## config.mk

```make
export PLATFORM = sky130hd
export DESIGN_NAME = serial_stuffer
export DESIGN_NICKNAME = d
export VERILOG_FILES = /design/src/rtl/serial_stuffer.sv
export SDC_FILE = /design/constraint.sdc
export NUM_CORES = 1
export LEC_CHECK = 0
export CAP_MARGIN = 20
export CORE_ASPECT_RATIO = 1.1
export CORE_MARGIN = 1
export CORE_UTILIZATION = 55
export CTS_BUF_LIST = sky130_fd_sc_hd__clkbuf_4 sky130_fd_sc_hd__clkbuf_8
export CTS_CLUSTER_DIAMETER = 30
export DETAILED_ROUTE_END_ITERATION = 6
export PLACE_DENSITY = 0.9
export RECOVER_POWER = 100
export SKIP_CTS_REPAIR_TIMING = 1
export SYNTH_ARGS = -nofsm -noshare
export SYNTH_HDL_FRONTEND = slang
export SYNTH_SLANG_ARGS = --single-unit
```

## constraint.sdc

```tcl
create_clock -name clk -period 2.5 [get_ports clk]
set_input_delay 0.5 -clock clk [delete_from_list [all_inputs] [get_ports clk]]
set_output_delay 0.5 -clock clk [all_outputs]
set_load 0.02 [all_outputs]
```

## src/rtl/serial_stuffer.sv

```systemverilog
// Bit-stuffing serializer: sends DATA_W-bit words LSB first and inserts a 0
// after every RUN_LEN consecutive 1s, carrying the run across back-to-back words.
module serial_stuffer #(
   parameter int DATA_W  = 8,
   parameter int RUN_LEN = 4
) (
   input  logic              clk,
   input  logic              rst,
   input  logic [DATA_W-1:0] din,
   input  logic              din_valid,
   output logic              din_ready,
   output logic              ostream,
   output logic              ostream_valid,
   output logic              ostream_stuff
);

   localparam int IW = (DATA_W > 1) ? $clog2(DATA_W) : 1;
   localparam logic [IW-1:0] LAST = IW'(DATA_W - 1);
   localparam logic [2:0]    RMAX = 3'(RUN_LEN);

   typedef enum logic [1:0] {IDLE, SHIFT, STUFF} state_t;

   state_t              state, state_n;
   logic [DATA_W-1:0]   data, data_n;
   logic [IW-1:0]       idx, idx_n, idx_inc;
   logic [2:0]          run, run_n;
   logic                bit_n, valid_n, stuff_n;
   logic                word_end;

   function automatic logic [2:0] bump(input logic [2:0] r, input logic b);
      if (!b)
         return 3'd0;
      return (r >= RMAX) ? RMAX : r + 3'd1;
   endfunction

   // idx is the index of the data bit currently (or last) shown on ostream;
   // it is held through STUFF so the word resumes at idx+1.
   always_comb begin
      state_n   = state;
      data_n    = data;
      idx_n     = idx;
      run_n     = run;
      bit_n     = 1'b0;
      valid_n   = 1'b0;
      stuff_n   = 1'b0;
      din_ready = 1'b0;
      word_end  = 1'b0;
      idx_inc   = idx + 1'b1;

      case (state)
         IDLE: begin
            run_n    = 3'd0;
            word_end = 1'b1;
         end
         SHIFT: begin
            if (run == RMAX) begin
               state_n = STUFF;
               valid_n = 1'b1;
               stuff_n = 1'b1;
               run_n   = 3'd0;
            end else if (idx != LAST) begin
               idx_n   = idx_inc;
               bit_n   = data[idx_inc];
               valid_n = 1'b1;
               run_n   = bump(run, data[idx_inc]);
            end else begin
               word_end = 1'b1;
            end
         end
         STUFF: begin
            if (idx != LAST) begin
               state_n = SHIFT;
               idx_n   = idx_inc;
               bit_n   = data[idx_inc];
               valid_n = 1'b1;
               run_n   = bump(run, data[idx_inc]);
            end else begin
               word_end = 1'b1;
            end
         end
         default: state_n = IDLE;
      endcase

      // A word boundary either loads the next word with no gap or drops to IDLE.
      if (word_end) begin
         din_ready = 1'b1;
         if (din_valid) begin
            state_n = SHIFT;
            data_n  = din;
            idx_n   = '0;
            bit_n   = din[0];
            valid_n = 1'b1;
            run_n   = bump(run, din[0]);
         end else begin
            state_n = IDLE;
            idx_n   = '0;
            run_n   = 3'd0;
         end
      end
   end

   always_ff @(posedge clk) begin
      if (rst) begin
         state         <= IDLE;
         data          <= '0;
         idx           <= '0;
         run           <= '0;
         ostream       <= 1'b0;
         ostream_valid <= 1'b0;
         ostream_stuff <= 1'b0;
      end else begin
         state         <= state_n;
         data          <= data_n;
         idx           <= idx_n;
         run           <= run_n;
         ostream       <= bit_n;
         ostream_valid <= valid_n;
         ostream_stuff <= stuff_n;
      end
   end

endmodule

```

==> impl_results.md, run 1 <==
- Status: finished, final reports clean
- Pin count of the biggest net entering global routing: 17
- Initial antenna violation count: 0
- First drt pass iteration count: 6
- FILL cells: 140
- Tot GR Track Use: 25.83%
- Unique masters post-synth: 35
- Total Power: 0.7432 mW
- Antenna viol nets, final: 0
- Asr flop ratio synth: 0%
- Synth warn: 0
- WL final: 2404 µm
- Core Box Area: 1822 µm²
- Final Hold Fails: 0
- Layout Utilization: 70.95%
- Reg-to-reg startpoint: state[0]
- CP Launch Point: state[0]
- Worst path max stage delay: 0.43 ns
- Clock Path Buffers: 2
- First-pass GRT wire length: 4222 µm
- Worst hold path depth: 2
- Peak Freq: 0.4429 GHz
- Row cnt: 16
- Max-slew violation count: 0
- Clk slew on worst S/H paths: 0.12 ns
- Post-DP HPWL: 1776 µm
- Crit path capture type: output port
- Sequential fraction of the synthesis area: 35.19%
- Synth Instances: 122
- # IOs: 15
- Arr. time, crit path: 1.76 ns
- Least-Margin Pin Slew: 0.5833 ns
- Gpl congestion: 0.8282
- Setup_tns: 0 ns
- Final setup fails: 0
- Vias in the first global route: 934
- Relative slew slack: 61.11%
- Final period utilization: 90.32%
- Maximum VDD drop: 0.0005400 V
- Worst R2R End: run[0]
- Area of the mapped netlist: 1081 µm²
- Leakage power: 0.4880 nW
- WS Path Type: register to output port
- Worst-path maximum fanout: 5
- Worst hold path type: register to register
- Crit path launch type: register
- Primary FF master, synth: dfxtp_1
- Slowest library cell on the worst path: dfxtp_1
- Syn-to-layout area delta: 19.56%
- Antenna fix cells: 0
- Clock sinks: 19
- DR vias: 1014
- Die H: 48.50 µm
- GR Overflow Total: 0
- RSZ-0062 raised after global routing: false
- Mean Syn Cell Area: 8.861 µm²
- Hold path startpoint: data[7]
- Number of enable flip-flop cells after synthesis: 0
- 1st-iter DRT viols: 32
- DIE AREA: 2147 µm²
- Area of the multi-input gates: 651.9 µm²
- H-tree Lvls: 1
- DRC viols: 0
- Register area: 381.6 µm²
- # nets final: 162
- Via density: 6.072
- Routed len/inst: 14.40 µm
- Endpoint of the worst hold path: data[7]
- R2r setup slk: 0.28 ns
- Worst path cell trace: inv_1 -> ha_1 -> o311ai_4 -> clkinv_1 -> clkbuf_1
- R2R depth: 6
- Die W: 44.27 µm
- Share of cells above drive strength 1: 10.71%
- Initial Util: 59.34%
- Root Buffer: clkbuf_4
- Final critical-path required period: 2.258 ns
- Clk Latency, worst-skew pair: 0.31 ns
- CTS tree: yes
- Worst EP required: 2.00 ns
- TritonCTS Buffers: 3
- PD cells: 575.0 nW/µm²
- Fin Clk Skew: 0.006560 ns
- I/O Buffers: 14
- Synthesized Nets: 143
- Maxcap violations: 0
- #FFs+latches synth: 19
-- per-stage QoR --
step	setup WS (ns)	instances	instance area [µm²]	hold WS (ns)
5_1_grt	0.1252	167	1292	0.5206
2_1_floorplan	0.5693	122	1081	0.4505
3_5_place_dp	0.2313	163	1275	0.4682
6_report	0.2421	167	1292	0.4894
3_3_place_gp	0.3164	163	1275	0.4649
4_1_cts	-0.1306	167	1303	0.4851
-- cells in the mapped netlist, types with 2 or more instances --
| cell | n | area [µm²] |
|---|---|---|
| mux2i_1 | 4 | 40.04 |
| nor2b_1 | 2 | 12.51 |
| o211ai_1 | 2 | 15.01 |
| o22ai_1 | 2 | 12.51 |
| nor2_1 | 9 | 33.78 |
| ha_1 | 10 | 125.1 |
| clkbuf_1 | 4 | 15.01 |
| nand2b_1 | 2 | 12.51 |
| a21oi_1 | 12 | 60.06 |
| inv_1 | 6 | 22.52 |
| nand2_1 | 4 | 15.01 |
| buf_2 | 2 | 10.01 |
| nor3_1 | 2 | 10.01 |
| nand3_1 | 8 | 40.04 |
| a32oi_1 | 2 | 17.52 |
| xor2_1 | 2 | 17.52 |
| o21ai_0 | 10 | 50.05 |
| o32ai_1 | 3 | 26.28 |
| a31oi_1 | 2 | 12.51 |
| dfxtp_1 | 19 | 380.4 |
-- cells by family after synthesis --
group / share of synthesized area (%)
adders and majority gates: 11.57
buffers and inverters: 4.745
and+or+nand+nor: 13.19
muxes: 5.787
xor gates and xnor gates: 2.431
AOI/OAI and AO/OA: 27.09
DFF: 35.18
-- power breakdown --
group | total, mW | internal, mW | switching, mW | leakage [nW]
combinational | 0.239 | 0.0988 | 0.140 | 0.315
sequential | 0.339 | 0.326 | 0.0133 | 0.155
clock | 0.165 | 0.0599 | 0.105 | 0.0177
total | 0.743 | 0.484 | 0.259 | 0.488
-- cell usage in the layout (no fill, tap or decap), drive strengths merged, types with 2 or more instances in the layout --
cell,Yosys,layout
nor3,2,2
dfxtp,19,19
a32oi,2,2
nand2,4,4
clkbuf,4,6
inv,7,6
o22ai,3,3
buf,2,4
nand2b,2,2
nor2b,2,2
nor2,9,9
nand3,8,8
clkdlybuf4s50,0,10
clkinv,0,2
mux2i,4,4
a21oi,12,12
o21ai,10,10
dlygate4sd3,0,3
a31oi,2,2
o211ai,2,2
xor2,2,2
ha,10,10
o32ai,3,3
-- layout make-up --
cell class / count / share of cell area (%)
Tap cell: 27 / 2.614
Clock inverter: 1 / 0.3872
Multi-Input combinational cell: 90 / 50.44
Timing Repair Buffer: 20 / 13.26
Sequential cell: 19 / 29.53
Inverter: 7 / 2.033
Clock buffer: 3 / 1.742
-- state kept, by name, indices dropped and copies added, names as in the netlist --
signal         flops
data               8
state              2
ostream_stuff      1
idx                3
run                3
ostream_valid      1
ostream            1
-- metal layers --
metal | up-vias | track usage [%] | wire, µm
met4 | 0 | 7.576 | 28
met1 | 498 | 34.37 | 1027
met2 | 34 | 42.16 | 1226
li1 | 478 | - | -
met3 | 4 | 4.478 | 122
met5 | - | 0 | 0
-- worst max-delay path: cells and delay by family (launching register included) --
kind	cells	cell delay [ns]
adder cells (fa/ha/maj)	1	0.27
buffers and inverters	3	0.42
AO/OA/AOI/OAI	1	0.33
flip-flops	1	0.43
-- how the worst max path moves through the flow --
stage                 to  cells past startpoint  slack, ns
2_1_floorplan  din_ready                      6       0.57
3_3_place_gp   din_ready                      5       0.32
3_5_place_dp   din_ready                      6       0.23
4_1_cts        din_ready                      6      -0.13
5_1_grt           run[0]                      7       0.13
6_report       din_ready                      5       0.24
Note: power is estimated with default switching activity, not from simulation.
==> run 2, diff against run 1 <==
- CORE_UTILIZATION: 55 -> 56
- PLACE_DENSITY: 0.9 -> 0.91
==> run 2 against run 1 <==
Sequential share of layout area shrank 0.068 points. Clock skew shrank 0.0021 ns. Die area shrank 1.7%. Non-clock buffer count grew 1. Count of clock-buffer cells in the layout is the same. Clock power shrank 5%. Sequential cell count is the same. Largest cell class unchanged.
==> impl_results.md, run 2 (synthesis results as in run 1) <==
- Status: finished, final reports clean
- Pin count of the biggest net entering global routing: 17 (unchanged)
- Pre-CTS setup slack: 0.2278 ns (-0.003471 ns)
- GR Overflow Total: 0 (unchanged)
- Post-DP HPWL: 1932 µm (+8.8%)
- Largest reg by FF count: data
- R2R depth: 8 (+2)
- TritonCTS Buffers: 3 (unchanged)
- Worst hold path depth: 2 (unchanged)
- Peak Freq: 0.4405 GHz (-0.55%)
- Clk slew on worst S/H paths: 0.11 ns (about the same)
- DR vias: 1078 (+6.3%)
- I/O Buffers: 14 (unchanged)
- Max-slew violation count: 0 (unchanged)
- Root Buffer: clkbuf_4
- Tot GR Track Use: 27.86% (+2.0 points)
- Crit path launch type: register
- Routed len/inst: 17.79 µm (+24%)
- Final critical-path required period: 2.270 ns (+0.01239 ns)
- Share of cells above drive strength 1: 12.06% (+1.3 points)
- RSZ-0062 raised after global routing: false
- DRC viols: 0 (unchanged)
- Reg-to-reg startpoint: state[1]
- # IOs: 15 (unchanged)
- Clock sinks: 19 (unchanged)
- Clock Path Buffers: 2 (unchanged)
- Fin Clk Skew: 0.004504 ns (-0.002056 ns)
- Initial Util: 60.00% (+0.66 points)
- Most common cell after layout, fill and taps aside: dfxtp_1
- Most frequent cells in the layout: dfxtp_1, a21oi_1, o21ai_0, clkdlybuf4s50_1
- WL final: 2828 µm (+18%)
- Final Hold Fails: 0 (unchanged)
- Relative slew slack: 60.87% (-0.24 points)
- Antenna viol nets, final: 0 (unchanged)
- H-tree Lvls: 1 (unchanged)
- FILL cells: 129 (-7.9%)
- Setup_tns: 0 ns (unchanged)
- Maximum VDD drop: 0.0004458 V (-17%)
- Stages on the worst setup path: 6 (+1)
- Worst Path Buf+Inv: 3 (unchanged)
- Gpl congestion: 0.8355 (+0.88%)
- Hold path startpoint: data[4]
- Syn-to-layout area delta: 19.44% (about the same)
- Arr. time, crit path: 1.77 ns (about the same)
- CTS tree: yes
- Worst path max stage delay: 0.46 ns (+0.03 ns)
- Antenna fix cells: 0 (unchanged)
- Crit path capture type: output port
- Largest regs: data x8, idx x3, run x3
- Cell family with most CP delay: flip-flops
- Final period utilization: 90.81% (+0.50 points)
- DIE AREA: 2110 µm² (-1.7%)
- Die H: 48.08 µm (-0.87%)
- Worst hold path type: register to register
- First drt pass iteration count: 6 (unchanged)
- Final setup margin: 0.2297 ns (-0.01239 ns)
- Final setup fails: 0 (unchanged)
- Row cnt: 16 (unchanged)
- Initial antenna violation count: 0 (unchanged)
- CP Launch Point: state[1]
- Die W: 43.89 µm (-0.86%)
- Vias in the first global route: 927 (-0.75%)
- Max reg flops: 8 (unchanged)
- Via density: 6.780 (+12%)
- Worst EP required: 2.00 ns (about the same)
- Worst path cell trace: inv_1 -> ha_1 -> a21boi_2 -> o311ai_4 -> inv_2 -> clkbuf_1
- # nets final: 163 (+0.62%)
- Core Box Area: 1802 µm² (-1.1%)
- 1st-iter DRT viols: 44 (+38%)
- Worst hold slack: 0.4879 ns (-0.001548 ns)
- Slowest library cell on the worst path: dfxtp_1
- Least-Margin Pin Slew: 0.5869 ns (+0.003612 ns)
- PD cells: 584.9 nW/µm² (+1.7%)
- Clk Latency, worst-skew pair: 0.30 ns (about the same)
- WS Path Type: register to output port
- Leakage power: 0.4984 nW (+2.1%)
- Maxcap violations: 0 (unchanged)
- First-pass GRT wire length: 4298 µm (+1.8%)
- Worst-path maximum fanout: 6 (+1)
- Total Power: 0.7552 mW (+1.6%)
-- run 2: changes by cell type in the layout (fill, tap and decap cells not counted), sizes merged --
cell / before / now
buf: 4 / 6
clkbuf: 6 / 5
clkinv: 2 / 1
inv: 6 / 7
-- run 2: tightest hold or removal path, stage by stage, from the launching register on --
cell and delay, ns:
dfxtp_1 0.33, o21ai_0 0.06, a21oi_1 0.06
-- run 2: final timing paths --
path	endpoint	slack (ns)
worst max-delay path	din_ready	0.23
worst min-delay path	data[4]	0.49
worst max register to register	run[2]	0.30
worst min register to register	data[4]	0.49
-- run 2: stage by stage --
| step | cell area, µm² | std cells | util (%) |
|---|---|---|---|
| 2_1_floorplan | 1081 | 122 | - |
| 3_3_place_gp | 1264 | 154 | 70.14 |
| 3_5_place_dp | 1264 | 154 | 70.14 |
| 4_1_cts | 1291 | 158 | 71.67 |
| 5_1_grt | 1291 | 159 | 71.67 |
| 6_report | 1291 | 159 | 71.67 |
-- run 2: layer usage --
layer	wire [µm]	GRT usage (%)
met1	1063	34.10
met3	206	4.151
met4	100	8.485
met2	1456	51.34
met5	0	0
-- run 2: cell type report --
class | count | area [µm²] | share of cell area, %
timing repair buffer | 21 | 182.7 | 14.15
clock buffer | 3 | 22.52 | 1.744
multi-input combinational | 90 | 651.9 | 50.48
inverter | 7 | 26.28 | 2.035
clock inverter | 1 | 5.005 | 0.3876
tap | 18 | 22.52 | 1.744
sequential | 19 | 380.4 | 29.46
-- run 2: report_power, final --
part           switching, mW  internal, mW
logic                  0.151         0.107
registers             0.0138         0.326
clock network         0.0976        0.0597
==> run 3, diff against run 2 <==
- CORE_MARGIN: 1 -> not set
- HOLD_SLACK_MARGIN: not set -> 0.02
- PLACE_DENSITY: 0.91 -> 0.77
==> run 3 against run 2 <==
Sequential cell count did not move. Clock power rose by 7%. Non-clock buffer count fell by 2. Die area did not move. Largest power group unchanged.
==> impl_results.md, run 3 (synthesis results as in run 1) <==
- Status: finished, final reports clean
- Maximum VDD drop: 0.0004498 V (+0.91%)
- Row cnt: 16 (unchanged)
- R2R depth: 8 (unchanged)
- Worst hold path type: register to register
- Antenna viol nets, final: 0 (unchanged)
- Routed len/inst: 15.13 µm (-15%)
- Crit path to: din_ready
- Worst-path maximum fanout: 8 (+2)
- Fin Clk Skew: 0.008009 ns (+0.003505 ns)
- DRC viols: 0 (unchanged)
- Reg-to-reg startpoint: state[1]
- WS Path Type: register to output port
- WL final: 2375 µm (-16%)
- Tot GR Track Use: 25.06% (-2.8 points)
- Relative slew slack: 63.61% (+2.7 points)
- Initial Util: 60.00% (unchanged)
- DIE AREA: 2110 µm² (unchanged)
- Crit path launch type: register
- # nets final: 161 (-1.2%)
- Largest reg by FF count: data
- Share of cells above drive strength 1: 10.79% (-1.3 points)
- Peak Freq: 0.4453 GHz (+1.1%)
- Clk Latency, worst-skew pair: 0.32 ns (+0.02 ns)
- Cell Area, Placed: 1256 µm² (-0.59%)
- Final period utilization: 89.83% (-0.98 points)
- Initial antenna violation count: 0 (unchanged)
- Core Box Area: 1802 µm² (unchanged)
- DR vias: 975 (-9.6%)
- Slowest library cell on the worst path: dfxtp_2
- PD cells: 585.3 nW/µm² (about the same)
- Crit path capture type: output port
- 1st-iter DRT viols: 20 (-55%)
- Max reg flops: 8 (unchanged)
- Post-DP HPWL: 1699 µm (-12%)
- Final Hold Fails: 0 (unchanged)
- Maxcap violations: 0 (unchanged)
- Stages on the worst setup path: 6 (unchanged)
- CTS tree: yes
- RSZ-0062 raised after global routing: false
- Least-Margin Pin Slew: 0.5458 ns (-0.04113 ns)
- Worst R2R End: run[2]
- Clock sinks: 19 (unchanged)
- CP Launch Point: state[1]
- Root Buffer: clkbuf_4
- Antenna fix cells: 0 (unchanged)
- I/O Buffers: 14 (unchanged)
- Clk slew on worst S/H paths: 0.12 ns (about the same)
- Worst Path Buf+Inv: 3 (unchanged)
- First-pass GRT wire length: 3719 µm (-13%)
- Cell family with most CP delay: compound AO/OA/AOI/OAI gates
- H-tree Lvls: 1 (unchanged)
- GR Overflow Total: 0 (unchanged)
- Via density: 6.210 (-8.4%)
- Worst path cell trace: inv_1 -> ha_1 -> a21boi_4 -> o311ai_4 -> inv_2 -> clkbuf_1
- TritonCTS Buffers: 3 (unchanged)
- Largest regs: data x8, idx x3, run x3
- Max-slew violation count: 0 (unchanged)
- Post-route cell area: 1282 µm² (-0.68%)
- # IOs: 15 (unchanged)
- Worst path max stage delay: 0.37 ns (-0.09 ns)
- FILL cells: 154 (+19%)
- Die H: 48.08 µm (unchanged)
- Setup_tns: 0 ns (unchanged)
- Leakage power: 0.4931 nW (-1.1%)
- Vias in the first global route: 827 (-11%)
- Arr. time, crit path: 1.75 ns (-0.02 ns)
- Most common cell after layout, fill and taps aside: dfxtp_1
- Most frequent cells in the layout: dfxtp_1, a21oi_1, o21ai_0, ha_1, clkdlybuf4s50_1
- Final critical-path required period: 2.246 ns (-0.02449 ns)
- Die W: 43.89 µm (unchanged)
- Worst EP required: 2.00 ns (about the same)
- Syn-to-layout area delta: 18.63%
- Final setup fails: 0 (unchanged)
- R2r setup slk: 0.38 ns (+0.08 ns)
- Gpl congestion: 0.8486 (+1.6%)
- First drt pass iteration count: 6 (unchanged)
- Pin count of the biggest net entering global routing: 14 (-3)
- Clock Path Buffers: 2 (unchanged)
-- run 3: cell types whose count changed in the layout (fill, tap and decap cells not counted), sizes merged --
cell  delta
buf      -2
-- run 3: how the worst min path moves through the flow --
stage          cells after the start    start       to
2_1_floorplan                      2  data[7]  data[7]
3_3_place_gp                       2  data[2]  data[2]
3_5_place_dp                       2  data[5]  data[5]
4_1_cts                            2  data[5]  data[5]
5_1_grt                            2  data[4]  data[4]
6_report                           2  data[5]  data[5]
-- run 3: worst reg2reg max path: stages (launching register included) --
cell      delay [ns]
dfxtp_2         0.40
inv_1           0.08
ha_1            0.27
a21boi_4        0.19
o311ai_4        0.26
inv_2           0.06
clkbuf_1        0.27
or3_1           0.43
o22ai_2         0.11
-- run 3: per-stage QoR --
stage / power (mW) / hold slack [ns] / worst slack, ns / util (%) / cells
6_report: 0.7506 / 0.4836 / 0.2542 / 71.18 / 157
3_3_place_gp: 0.5920 / 0.4613 / 0.2106 / 69.72 / 153
3_5_place_dp: 0.5946 / 0.4720 / 0.1716 / 69.72 / 153
4_1_cts: 0.7601 / 0.4881 / -0.2075 / 71.25 / 157
5_1_grt: 0.7909 / 0.5137 / 0.1258 / 71.18 / 157
2_1_floorplan: 0.5121 / 0.4505 / 0.5693 / - / 122
-- run 3: layout make-up --
cell class,count,area (µm²),area share (%)
clock buffers,3,22.52,1.756
clock inverters,1,5.005,0.3902
well taps,18,22.52,1.756
flip-flops and latches,19,381.6,29.76
inverters,7,26.28,2.049
multi-input cells,90,656.9,51.22
repair buffers,19,167.7,13.07
-- run 3: routing by layer --
layer | part of all wire (%) | GRT usage (%)
met2 | 46 | 41.19
met1 | 47 | 30.68
met5 | 0 | 0
met3 | 3.6 | 3.774
met4 | 3.3 | 17.58
-- run 3: where the power goes --
| group | internal (mW) | total (mW) | switching [mW] |
|---|---|---|---|
| combinational | 0.103 | 0.244 | 0.141 |
| clock | 0.0599 | 0.168 | 0.108 |
| sequential | 0.326 | 0.338 | 0.0127 |
| total | 0.489 | 0.751 | 0.262 |
